<file path="src/rtl/ras_ckpt.sv">
// Circular return-address stack with a FIFO of speculative checkpoints.
// Calls push, returns pop, and in-order branch resolution frees or repairs the stack.
module ras_ckpt #(
  parameter int WIDTH = 32,
  parameter int DEPTH = 16,
  parameter int ADDR  = $clog2(DEPTH),
  parameter int NCKPT = 4,
  parameter int CADDR = $clog2(NCKPT)
) (
  input  logic             clk,
  input  logic             rst,
  input  logic             push,
  input  logic             pop,
  input  logic [WIDTH-1:0] din,
  input  logic             branch,
  input  logic             close_valid,
  input  logic             close_invalid,
  output logic [WIDTH-1:0] dout,
  output logic [ADDR:0]    count,
  output logic             empty,
  output logic             ckpt_full,
  output logic             overflow,
  output logic             underflow,
  output logic             ckpt_drop
);

  // A single-entry queue still needs a 1-bit pointer to index with.
  localparam int CA = (CADDR > 0) ? CADDR : 1;
  localparam logic [ADDR:0] CNT_FULL = (ADDR+1)'(DEPTH);
  localparam logic [CA:0]   OCC_FULL = (CA+1)'(NCKPT);

  typedef struct packed {
    logic [ADDR-1:0]  tos;
    logic [ADDR:0]    cnt;
    logic [WIDTH-1:0] top;
  } ckpt_t;

  logic [WIDTH-1:0] mem [DEPTH];
  ckpt_t            ck  [NCKPT];

  logic [ADDR-1:0]  tos, tos_n, waddr;
  logic [ADDR:0]    cnt_n;
  logic [WIDTH-1:0] dout_n, wdata;
  logic [CA-1:0]    head, tail;
  logic [CA:0]      occ;
  logic             we, ovf_n, unf_n, drop_n;
  logic             ck_any, ci_take, do_deq, do_enq;
  ckpt_t            h;

  function automatic logic [CA-1:0] nxt(input logic [CA-1:0] p);
    return (p == CA'(NCKPT-1)) ? '0 : p + 1'b1;
  endfunction

  always_comb begin
    ck_any  = (occ != '0);
    ci_take = close_invalid && ck_any;
    h       = ck[head];
    tos_n   = tos;
    cnt_n   = count;
    we      = 1'b0;
    waddr   = tos;
    wdata   = din;
    ovf_n   = 1'b0;
    unf_n   = 1'b0;
    if (ci_take) begin
      // Repair: only the snapshot's top entry is rewritten.
      tos_n = h.tos;
      cnt_n = h.cnt;
      we    = 1'b1;
      waddr = h.tos;
      wdata = h.top;
    end else if (push && (!pop || count == '0)) begin
      tos_n = tos + 1'b1;
      we    = 1'b1;
      waddr = tos + 1'b1;
      if (count == CNT_FULL) ovf_n = 1'b1;
      else                   cnt_n = count + 1'b1;
    end else if (pop && !push) begin
      if (count != '0) begin
        tos_n = tos - 1'b1;
        cnt_n = count - 1'b1;
      end else begin
        unf_n = 1'b1;
      end
    end else if (push && pop) begin
      we = 1'b1;
    end

    if (cnt_n == '0)                dout_n = '0;
    else if (we && waddr == tos_n)  dout_n = wdata;
    else                            dout_n = mem[tos_n];

    do_deq = !ci_take && close_valid && ck_any;
    do_enq = !ci_take && branch && (occ != OCC_FULL || do_deq);
    drop_n = !ci_take && branch && !do_enq;
  end

  always_ff @(posedge clk) begin
    if (!rst && we) mem[waddr] <= wdata;
    if (!rst && do_enq) ck[tail] <= '{tos: tos_n, cnt: cnt_n, top: dout_n};
  end

  always_ff @(posedge clk) begin
    if (rst) begin
      tos       <= '0;
      count     <= '0;
      dout      <= '0;
      head      <= '0;
      tail      <= '0;
      occ       <= '0;
      overflow  <= 1'b0;
      underflow <= 1'b0;
      ckpt_drop <= 1'b0;
    end else begin
      tos       <= tos_n;
      count     <= cnt_n;
      dout      <= dout_n;
      overflow  <= ovf_n;
      underflow <= unf_n;
      ckpt_drop <= drop_n;
      if (ci_take) begin
        head <= '0;
        tail <= '0;
        occ  <= '0;
      end else begin
        if (do_enq) tail <= nxt(tail);
        if (do_deq) head <= nxt(head);
        occ <= occ + {{CA{1'b0}}, do_enq} - {{CA{1'b0}}, do_deq};
      end
    end
  end

  assign empty     = (count == '0);
  assign ckpt_full = (occ == OCC_FULL);

endmodule

</file>
<file path="config.mk">
export PLATFORM = sky130hd
export DESIGN_NAME = ras_ckpt
export DESIGN_NICKNAME = d
export VERILOG_FILES = /design/src/rtl/ras_ckpt.sv
export SDC_FILE = /design/constraint.sdc
export NUM_CORES = 1
export LEC_CHECK = 0
export BUFFER_PORTS_ARGS = -buffer_cell sky130_fd_sc_hd__buf_2
export CORE_MARGIN = 4
export CORE_UTILIZATION = 56
export DETAILED_ROUTE_END_ITERATION = 8
export GPL_ROUTABILITY_DRIVEN = 0
export PLACE_DENSITY = 0.78
export SLEW_MARGIN = 20
export SYNTH_ARGS = -nofsm -noshare
export SYNTH_HDL_FRONTEND = slang
export SYNTH_SLANG_ARGS = --single-unit
export TNS_END_PERCENT = 30
</file>
<file path="constraint.sdc">
create_clock -name clk -period 3.9 [get_ports clk]
set_input_delay 0.39 -clock clk [delete_from_list [all_inputs] [get_ports clk]]
set_output_delay 0.39 -clock clk [all_outputs]
set_load 0.005 [all_outputs]
</file>
---- Yosys cells after proc, flatten, opt, wreduce, memory -nomap -nowiden ----
Memory sizes are Yosys's and may differ from the RTL's. A register that Yosys moved wholly into a read port is not among the register bits.
Index checks and enable logic that the tools add are counted.
operators by class
  add/subtract/negate cells ............... 8
  equal/unequal tests ..................... 6
  mux-type cells .......................... 28
  bitwise logic cells ..................... 2
  reductions and logical operators ........ 26
operators by type and width
  cell                                                                 count
  32-bit two-way mux                                                   3
  5-bit two-way mux                                                    5
  4-bit two-way mux                                                    6
  1-bit logical AND                                                    12
  5-bit zero test                                                      2
  1-bit two-way mux                                                    10
  2-bit two-way mux                                                    4
  5-bit by 1-bit adder with 5-bit output (second input constant)       1
  5-bit == test (second input constant)                                1
  1-bit zero test                                                      5
  5-bit nonzero test                                                   1
  5-bit by 1-bit subtractor with 5-bit output (second input constant)  1
  2-bit by 1-bit adder with 2-bit output (second input constant)       2
  4-bit by 1-bit adder with 4-bit output (second input constant)       1
  2-bit == test (second input constant)                                2
  4-bit == test                                                        1
  4-bit OR reduction                                                   1
  4-bit by 1-bit subtractor with 4-bit output (second input constant)  1
  3-bit by 1-bit adder with 3-bit output                               1
  3-bit == test (second input constant)                                1
  3-bit inequality test (second input constant)                        1
  3-bit nonzero test                                                   1
  3-bit OR reduction                                                   1
  3-bit by 1-bit subtractor with 3-bit output                          1
  other kinds (3)                                                      5
word-level totals
  register bits ........................... 51
  RAM bits ................................ 676
  input bits .............................. 39
  output and inout bits ................... 42
  logic and storage cells ................. 81
  memories kept ........................... 2
memory list
  memory  depth  bits a word  rd ports  clocked after memory_dff  write ports  RTL line  source
  mem     16     32           1         0                         1            38        logic [WIDTH-1:0] mem [DEPTH];
  ck      4      41           1         1                         1            39        ckpt_t ck [NCKPT];

---- Logic depth before layout (Yosys ltp) ----
  depth after elaboration ................. 10
  depth in mapped cells ................... 15

---- Worst setup path after synthesis ----
No wires, ideal clock.
  path kind ............................... flip-flop to flip-flop
  start ................................... register count[0]
  end ..................................... memory mem[0][0], enable pin
  setup time .............................. 0.421 ns
  data arrival time ....................... 3.493 ns
  required time ........................... 3.479 ns
  slack ................................... -0.014 ns
  stages on the path, launching flop included .. 12
  buffers on the path ..................... 1
  cells stage by stage .................... dfxtp_1 -> inv_1 -> ha_1 -> or4b_1 -> buf_4 -> clkinv_2 -> o21ai_1 -> nor2_1 -> xnor2_1 -> a21oi_1 -> or2_2 -> nor2_1
on the way
  longest elaborated chain between the ends .. 8
  elaborated cells on any way between the ends .. 10
ends and longest elaborated chain
  what                                     RTL line  source
  from (decl)                              19        output logic [ADDR:0] count,
  from (signal assigned)                   116       count <= cnt_n;
  5-bit zero test *                        n/a
  named net empty                          20        output logic empty,
  1-bit logical OR *                       72        end else if (push && (!pop || count == '0)) begin
  1-bit logical AND *                      72
  1-bit two-way mux                        72
  1-bit two-way mux                        65        if (ci_take) begin
  1-bit logical AND                        99        if (!rst && we) mem[waddr] <= wdata;
  1-bit two-way mux                        99
  1-bit two-way mux (implied by the code)  99
  to (decl)                                38
Mark *: on every way through the listed nets, which the timed path passes. The rest lies on a longest branch.

---- Final worst setup path ----
  start ................................... register count[0]
  end ..................................... memory ck[0][27] (netlist name), data pin
on the way
  longest elaborated chain between the ends .. 9
  elaborated cells on any way between the ends .. 26
ends and longest elaborated chain
  what                                                             RTL line  source
  branches (longest 8 deep; another with memory read 16 x 32 bit)  n/a
  32-bit two-way mux *                                             89        if (cnt_n == '0) dout_n = '0;
  named net dout_n[27]                                             43        logic [WIDTH-1:0] dout_n, wdata;
  to (decl)                                                        39
Mark *: on every way through the listed nets, which the timed path passes.

==> impl_results.md <==
- H-tree levels: 3
- Crit Path Class: reg -> reg
- Synth Instances: 1409
- Worst path arrival time: 4.03 ns
- Mapped cell area: 28900 µm²
- Skew final: 0.0196 ns
- Final Max Slew Viols: 0
- Most frequent CP cell: mux2i_1
- Post-synthesis sequential area ratio: 0.740
- Tcrit/Tclk final: 0.954
- Asr flop ratio synth: 0
- Critical Path Sink Type: flip-flop
- Largest net degree at the start of global routing: 62
- Yosys warning total: 0
- First-pass GRT wire length: 96400 µm
- DIE AREA: 55200 µm²
- CP Max Fanout: 61
- Initial antenna violation count: 0
- Slew margin rel.: 0.276
- Dpl cells: 2160
- # diodes: 0
- Cell area after layout: 32900 µm²
- Num Clock Sinks: 729
- Routed WL per cell: 27.9 µm
- Startpoint types: flip-flop
- Biggest area consumer among synthesized cells: edfxtp_1
- CP required: 4.21 ns
- Drt drc: 0
- Critical Path Slowest Stage Cell: or4b_4
- Area Growth Syn to Fin: 14.0%
- Core footprint: 50600 µm²
- Status: finished, final reports clean
- Critical Path Max Stage Delay: 0.51 ns
- Mean Syn Cell Area: 20.5 µm²
- GRT overflow: 0
- Post-Layout Cell Count: 2294
- Met1 Routed Length: 25300 µm
- Cell family with most CP delay: multiplexers
- DP Area: 30600 µm²
- Wire length on met3: 6070 µm
- DR top layer: met4
- Fin crit period: 3.72 ns
- TritonCTS clock tree: yes
- Worst-Margin Slew: 1.08 ns
- # port buffers: 80
- Post-synth top flop: edfxtp_1
- Max cap viols: 0
- Pre-Repair DR Iteration Count: 7
- Metal2 WL: 31100 µm
- Initial core utilization: 0.571
- Power per cell area: 892 nW/µm²
- HP Class: in -> reg
- Die width: 235 µm
- Number of synthesized register bits: 729
- Fmax: 269 MHz
- Via Count: 14600
- Finish-stage setup viols: 0
- Total global-route track usage: 0.232
- DP Worst Slack: 0.197 ns
- Syn_nets: 1459
- Worst Path Buf+Inv: 3
- Clock transition at path regs: 0.06 ns
- Share of cells above drive strength 1: 0.288
- Final WS setup: 0.180 ns
- Worst IR Drop VDD: 0.668 mV
- HPWL after detailed placement: 35100 µm
- Area contributors post-synth: edfxtp_1 (70%), mux4_2 (13%), mux2i_1 (4.9%)
- EDFF count, synth: 676
- Clk Latency, worst-skew pair: 0.60 ns
- Final hold viol count: 0
- Vias in the first global route: 15100
- ANT nets after route: 0
- TritonCTS Buffers: 71
- Die Ht: 235 µm
- Most instantiated cells after synthesis: edfxtp_1 (676), mux4_2 (163), mux2i_1 (142)
- CTS root buffer: clkbuf_16
- Nets: 1614
- RSZ-0062 raised after global routing: false
- # IOs: 81
- Final WL: 64000 µm
- # rows: 82
- Crit-path cells: inv_1 > ha_1 > or4b_4 > nand2_4 > mux2_2 > a221o_2 > inv_4 > buf_12 > mux4_2 > mux2i_1 > mux2i_1 > o2bb2ai_1
- Most common cell in the netlist: edfxtp_1
- Clk buf depth: 3
- Post-synth top area share: 0.703
- Via density: 6.36
- First DRT Iteration DRCs: 1673
- Leak Pwr: 10.8 nW
- Yosys cell types: 66
==> sequential cells by signal (all words and copies together) (netlist names), named ones only <==
signal and count:
mem 512, overflow 1, ckpt_drop 1, ck 164, tail 2, count 5
tos 4, head 2, underflow 1, dout 32, occ 3
==> layer usage <==
metal,vias to the layer above,global-route usage
li1,6084,-
met1,7558,0.335
met2,830,0.373
met3,124,0.0405
met4,0,0.0662
met5,-,0
==> worst min-delay path: cells and delay by family <==
| family | cells | cell delay (ns) |
|---|---|---|
| AND/OR/NAND/NOR | 2 | 0.09 |
| buffers and inverters | 1 | 0.13 |
==> worst paths after layout <==
| path | startpoint | to | slack, ns | cells after the start |
|---|---|---|---|---|
| worst max-delay path | count[0] | ck[0][27] | 0.18 | 12 |
| worst min register to register | head[1] | flip-flop | 0.53 | 2 |
| worst min-delay path | branch | ckpt_drop | 0.06 | 3 |
| worst max register to register | count[0] | ck[0][27] | 0.18 | 12 |
==> layout by cell type, fill, tap and decap left out, types with 3 or more instances in the layout <==
master	netlist	final
edfxtp_1	676	676
mux4_2	163	163
mux2i_1	142	142
buf_2	22	80
clkbuf_16	0	76
o2bb2ai_1	62	62
buf_4	10	57
dfxtp_1	53	51
inv_1	45	45
nor2_1	46	30
nand2_1	24	24
buf_12	3	19
nor2_4	0	16
clkbuf_1	16	16
clkinv_1	0	14
a21oi_1	13	12
clkinv_2	2	11
ha_1	10	10
nor3_1	9	9
nor2b_1	7	7
nand2b_1	5	5
nand3_1	5	5
and2_2	0	5
clkinvlp_4	0	5
xnor2_1	4	4
mux2_2	4	4
xor2_1	4	4
a31oi_1	4	4
bufinv_16	0	4
and2_1	8	3
inv_6	0	3
clkbuf_8	0	3
==> kinds of logic (layout without fill, tap and decap cells) <==
logic type / Yosys count / in the layout / synth area share
simple gates: 121 / 121 / 0.0204
buf+inv: 123 / 336 / 0.0235
xor+xnor: 8 / 8 / 0.00243
fa+ha+maj: 11 / 11 / 0.00503
mux: 309 / 309 / 0.178
compound gates: 108 / 108 / 0.0305
flops: 729 / 729 / 0.740
==> where the power goes <==
group	leakage (nW)	switching, mW	internal (mW)	total (mW)
sequential	6.55	0.338	10.7	11.0
combinational	3.15	6.50	5.13	11.6
clock	1.10	2.81	3.85	6.66
total	10.8	9.65	19.7	29.3
==> area by class of cell <==
type                            instances  area, µm²
Multi-Input combinational cell        557       6980
Inverter                               47        180
Sequential cell                       729      21400
Clock inverter                         37        295
Tap cell                              672        841
Timing Repair Buffer                  158       1260
Clock buffer                           94       1980
Fill cell                            3224      17700
==> timing repair <==
action                                  in CTS  in global routing
gates resized for setup                      0                  2
hold buffers                                 0                  0
endpoints found under the setup margin       0                 48
buffers inserted                             0                  2
==> per-stage QoR <==
step                      hold WS (ns)  power, mW  TNS [ns]   util
after detailed placement         0.524       22.6         0  0.604
final                           0.0590       29.3         0  0.650
after CTS                       0.0279       29.4         0  0.649
after global placement           0.507       22.2         0  0.604
after global routing            0.0767       30.7         0  0.650
after floorplan                  0.492       19.4     -1.81      -
Note: power is estimated with default switching activity, not from simulation.
